File: config.mk
export PLATFORM = sky130hd
export DESIGN_NAME = popcount_accumulator
export DESIGN_NICKNAME = d
export VERILOG_FILES = /design/src/rtl/npu_pkg.sv /design/src/rtl/popcount_accumulator_sat_add.sv /design/src/rtl/popcount_accumulator.sv
export SDC_FILE = /design/constraint.sdc
export NUM_CORES = 1
export LEC_CHECK = 0
export CORE_ASPECT_RATIO = 1.1
export CORE_UTILIZATION = 45
export CTS_BUF_LIST = sky130_fd_sc_hd__clkbuf_4 sky130_fd_sc_hd__clkbuf_8
export DETAILED_ROUTE_END_ITERATION = 7
export GPL_TIMING_DRIVEN = 0
export PLACE_DENSITY_LB_ADDON = 0.1
export SLEW_MARGIN = 30
export SYNTH_ARGS = -nofsm -noshare
export SYNTH_HDL_FRONTEND = slang
export SYNTH_SLANG_ARGS = --single-unit
export TNS_END_PERCENT = 50
File: constraint.sdc
create_clock -name clk -period 3.9 [get_ports clk]
set_clock_uncertainty 0.05 [all_clocks]
set_input_delay 1.17 -clock clk [delete_from_list [all_inputs] [get_ports clk]]
set_output_delay 1.17 -clock clk [all_outputs]
set_load 0.1 [all_outputs]
File: src/rtl/npu_pkg.sv
// Shared constants and types for the binary CNN datapath.
// Widths of the popcount path and the accumulator FSM state.
package npu_pkg;

  localparam int CNT_W   = 4;
  localparam int ACC_W   = 12;
  localparam int BEATS_W = 8;
  localparam int MAX_CNT = 10;

  typedef enum logic {
    ACCUM = 1'b0,
    HOLD  = 1'b1
  } state_t;

endpackage

File: src/rtl/popcount_accumulator_sat_add.sv
// Saturating unsigned adder: sum = min(a + zext(b), 2^A_W-1).
// Ports: a, b operands; sum clamped result; ovf set when clamped.
module sat_add #(
  parameter int A_W = 12,
  parameter int B_W = 4
) (
  input  logic [A_W-1:0] a,
  input  logic [B_W-1:0] b,
  output logic [A_W-1:0] sum,
  output logic           ovf
);

  localparam int PAD = A_W + 1 - B_W;

  logic [A_W:0] full;

  always_comb begin
    full = {1'b0, a} + {{PAD{1'b0}}, b};
    ovf  = full[A_W];
    sum  = ovf ? {A_W{1'b1}} : full[A_W-1:0];
  end

endmodule

File: src/rtl/popcount_accumulator.sv
// Sums partial popcounts over a producer-delimited window and emits
// total, beat count, sat/range flags and activation via valid/ready.
module popcount_accumulator
  import npu_pkg::*;
#(
  parameter int CNT_W   = npu_pkg::CNT_W,
  parameter int ACC_W   = npu_pkg::ACC_W,
  parameter int BEATS_W = npu_pkg::BEATS_W,
  parameter int MAX_CNT = npu_pkg::MAX_CNT
) (
  input  logic               clk,
  input  logic               rst_n,
  input  logic               in_valid,
  output logic               in_ready,
  input  logic [CNT_W-1:0]   in_count,
  input  logic               in_last,
  input  logic [ACC_W-1:0]   cfg_thresh,
  output logic               out_valid,
  input  logic               out_ready,
  output logic [ACC_W-1:0]   out_sum,
  output logic [BEATS_W-1:0] out_beats,
  output logic               out_act,
  output logic               out_sat,
  output logic               out_range_err
);

  localparam logic [CNT_W-1:0] MAX_V = CNT_W'(MAX_CNT);

  state_t state;
  state_t state_nxt;

  logic               first;
  logic [ACC_W-1:0]   acc;
  logic [BEATS_W-1:0] beats;
  logic               sat_r;
  logic               rng_r;

  logic               accept;
  logic               xfer;

  logic [ACC_W-1:0]   acc_base;
  logic [BEATS_W-1:0] beats_base;
  logic [ACC_W-1:0]   acc_next;
  logic [BEATS_W-1:0] beats_next;
  logic               acc_ovf;
  logic               beats_ovf;
  logic               sat_next;
  logic               rng_next;

  // A new window ignores whatever the previous one left behind.
  always_comb begin
    acc_base   = first ? '0 : acc;
    beats_base = first ? '0 : beats;
  end

  sat_add #(
    .A_W (ACC_W),
    .B_W (CNT_W)
  ) u_acc_add (
    .a   (acc_base),
    .b   (in_count),
    .sum (acc_next),
    .ovf (acc_ovf)
  );

  sat_add #(
    .A_W (BEATS_W),
    .B_W (1)
  ) u_beats_add (
    .a   (beats_base),
    .b   (1'b1),
    .sum (beats_next),
    .ovf (beats_ovf)
  );

  always_comb begin
    sat_next = (!first && sat_r)
             | acc_ovf
             | beats_ovf;
    rng_next = (!first && rng_r)
             | (in_count > MAX_V);
  end

  always_comb begin
    out_valid = (state == HOLD);
    in_ready  = !out_valid || out_ready;
    accept    = in_valid && in_ready;
    xfer      = out_valid && out_ready;
  end

  always_ff @(posedge clk or negedge rst_n) begin
    if (!rst_n) begin
      state <= ACCUM;
    end else begin
      state <= state_nxt;
    end
  end

  always_comb begin
    state_nxt = state;
    unique case (state)
      ACCUM: begin
        if (accept && in_last) begin
          state_nxt = HOLD;
        end
      end
      HOLD: begin
        if (xfer && !(accept && in_last)) begin
          state_nxt = ACCUM;
        end
      end
      default: state_nxt = ACCUM;
    endcase
  end

  always_ff @(posedge clk or negedge rst_n) begin
    if (!rst_n) begin
      first <= 1'b1;
      acc   <= '0;
      beats <= '0;
      sat_r <= 1'b0;
      rng_r <= 1'b0;
    end else if (accept) begin
      first <= in_last;
      acc   <= acc_next;
      beats <= beats_next;
      sat_r <= sat_next;
      rng_r <= rng_next;
    end
  end

  // Result registers only move on a last beat, so they stay
  // stable across any stall in HOLD.
  always_ff @(posedge clk or negedge rst_n) begin
    if (!rst_n) begin
      out_sum       <= '0;
      out_beats     <= '0;
      out_act       <= 1'b0;
      out_sat       <= 1'b0;
      out_range_err <= 1'b0;
    end else if (accept && in_last) begin
      out_sum       <= acc_next;
      out_beats     <= beats_next;
      out_act       <= (acc_next >= cfg_thresh);
      out_sat       <= sat_next;
      out_range_err <= rng_next;
    end
  end

endmodule

==> results by group <==
Setup path
  – Worst R2R Setup Slack: 170 ps
  – CP arrival: 3970 ps
  – Worst setup SP type: input port
  – Crit path capture type: flop
  – CP Cell Sequence: dlymetal6s2s_1 -> ha_4 -> fa_2 -> a211oi_4 -> nor4b_4 -> and2_1 -> buf_6 -> nor3_1 -> a21oi_1 -> ha_1 -> and4_1 -> o21ai_1 -> o31ai_2 -> a21oi_1 -> o21ai_1
  – Slowest CP cell: fa_2
  – Worst Path Required: 4070 ps
  – CP peak stage delay: 380 ps
  – Kind of cell adding the most delay to the critical path: compound AO/OA/AOI/OAI gates
  – CP Class: input port to flop
  – Crit Path Max Fanout: 10
  – WP buf/inv: 2
  – R2R Path Start: first$_DFFE_PN1P_
  – Worst reg2reg path endpoint: out_act$_DFFE_PN0P_
  – R2r worst-path depth: 16

Placement
  – GP Congestion: 0.898
  – Hpwl dp: a little under 5 mm
  – Buffers on Ports: 45
  – Placed cell count: 439
  – Dpl ws: -874 ps
  – Placed Area: between 3000 and 4000 um^2

Synthesis
  – Mapped Nets: 356
  – Synth unique cells: 51
  – Synthesis Warnings: 0
  – Synth top area cells: dfrtp_1 41%, ha_1 7.6%, nand2_1 6.0%
  – Most common cell in the netlist: dfrtp_1
  – Mapped Area: 2800 um^2
  – Largest area contributor in the netlist: dfrtp_1
  – Commonest cells in the netlist: 46 x dfrtp_1, 45 x nand2_1, 34 x nor2_1
  – EDFF count, synth: 0
  – Register area share after synthesis: 42.0%
  – Mapped Cells: 317
  – Number of synthesized register bits: 47
  – Post-synthesis async set-or-reset flop share: 100%
  – Synthesized area per cell: between 8 and 9 um^2
  – Yosys top cell area share: between 40% and 50%
  – Synth Flop Type: dfrtp_1

CTS
  – Clk Latency, worst-skew pair: 300 ps
  – CTS tree: built
  – H-tree depth: 2
  – Max Buffers Root-to-Sink: 2
  – Clk sinks: 47
  – Num CTS Buffers: 5
  – Reg clk slew, reported paths: roughly 90 ps
  – Root buffer selected by CTS: clkbuf_8

Routing
  – Routed Antenna Nets: 0
  – Initial drt markers: 144
  – Drt via density: about 5.4
  – Detailed-route wire length per cell: 14.7 um
  – Post-Route WL: 6.60 mm
  – First-pass DRT Iterations: 4
  – Residual DRC: 0
  – Via count: 2,424

Floorplan
  – Chip Width: 77.2 um
  – Die area: 6540 um^2
  – Initial Util: 47.6%
  – Num rows: 29
  – Core area: slightly below 6000 um^2
  – Die Span Y: 84.7 um
  – Io pins: 46

Pwr
  – VDD IR max: roughly 370 uV
  – Power Total: 1.97 mW
  – Pwr Density: between 500 and 600 nW/um^2
  – Pleak: roughly 1.6 nW

Layout
  – Post-route cell area: 3550 um^2
  – P&R area growth vs syn: 26.9%
  – Final non-filler cell total: 450
  – # diodes: 0
  – # fillers: 518
  – Nets: approximately 410
  – Share of post-route cells with drive strength above 1: 10.5%

Outcome
  – Status: completed

GRT
  – GRT Total Usage: between 20% and 30%
  – Initial antenna violation count: 0
  – Grt ovf: 0
  – Number of global-route vias before repair: 2,385
  – First-pass GRT wire length: 11.3 mm
  – Largest net degree at the start of global routing: 48

Worst hold path
  – Hold path start: out_beats[2]$_DFFE_PN0P_
  – Hold path depth: 2
  – Worst min-delay path category: flop to flop
  – Hold Crit Endpoint: out_beats[2]$_DFFE_PN0P_

STA
  – Fin crit period: ~3800 ps
  – Final Max Slew Viols: 0
  – Total Negative Setup Slacks: 0 ps
  – Setup ws final: between 100 and 150 ps
  – Worst-margin pin slew: about 1000 ps
  – Fmax achieved: 0.263 GHz
  – Endpoints failing setup: 0
  – Relative slew slack: about a third
  – Tcrit/Tclk final: 97.4%
  – Hold violation count in the final report: 0

Job
  – Max-cap violations: 0
==> what timing repair did <==
| item | in CTS | in global routing |
|---|---|---|
| setup buffers | 0 | 4 |
| pin swaps | 5 | 10 |
| hold endpoints to repair | 0 | 0 |
| gates resized for setup | 10 | 16 |
| hold buffers | 0 | 0 |
| setup endpoints to repair | 2 | 2 |
==> cells by family after synthesis <==
logic type	count (synthesis)	share of synthesized area (%)
XOR/XNOR	6	1.88
buffers and inverters	30	4.47
adder cells (fa/ha/maj)	18	8.31
AO/OA/AOI/OAI	81	17.8
multiplexers	10	3.80
flip-flops	47	42.0
AND/OR/NAND/NOR	125	21.7
==> metrics by stage <==
step | util (%) | hold slack, ps
floorplan | - | 392
global placement | 56.9 | 404
detailed placement | 56.9 | 406
CTS | 59.1 | 426
global route | 60.4 | 456
finish | 60.4 | 419
==> worst min-delay path: stages (launching register included) <==
cell and delay, ps:
dfrtp_1 350, nand2_1 50, nand2_1 40
==> worst max-delay path by stage <==
stage                            from                   to  slack (ps)  cells past startpoint
final                     in_count[0]  out_act$_DFFE_PN0P_         100                     15
after floorplan           in_count[0]  out_act$_DFFE_PN0P_          20                     13
after global routing      in_count[0]  out_act$_DFFE_PN0P_        -0.1                     15
after CTS                 in_count[0]  out_act$_DFFE_PN0P_        -240                     15
after detailed placement  in_count[0]  out_act$_DFFE_PN0P_        -870                     14
after global placement    in_count[0]  out_act$_DFFE_PN0P_        -850                     14
==> flip-flops by register name, summed over array words and instances, names as in the netlist <==
signal / flops
beats: 8
out_range_err: 1
acc: 12
out_sum: 12
out_sat: 1
out_valid: 1
rng_r: 1
sat_r: 1
out_act: 1
out_beats: 8
first: 1
==> cell usage in the layout (no fill, tap or decap), types with 6 or more instances in the layout <==
cell / count
a31oi_1: 6
dfrtp_1: 46
clkbuf_1: 8
buf_4: 6
o21ai_0: 28
nor3_1: 8
clkdlybuf4s50_1: 39
a21oi_1: 18
nor2b_1: 9
clkbuf_8: 6
inv_1: 16
ha_1: 14
nand3_1: 6
nand2_1: 45
nor2_1: 33
==> layer usage <==
metal / global-route usage (%) / up-vias / share of wire, %
li1: - / 1212 / -
met1: 28.3 / 1140 / 47
met2: 37.2 / 66 / 47
met3: 3.80 / 6 / 4.9
met4: 7.03 / 0 / 0.86
met5: 0 / - / 0
==> cell type report <==
cell class	count	area, um^2	share of cell area (%)
buffer	13	63.8	1.80
tap	77	96.3	2.71
timing repair buffer	49	483	13.6
sequential	47	1180	33.1
inverter	16	60.1	1.69
multi-input combinational	240	1580	44.4
clock buffer	7	90.1	2.54
clock inverter	1	5.00	0.141
==> power breakdown <==
part	switching [mW]	internal, mW	total, mW
sequential	0.0711	0.583	0.654
clock	0.162	0.150	0.312
combinational	0.685	0.316	1.00
Note: power is estimated with default switching activity, not from simulation.
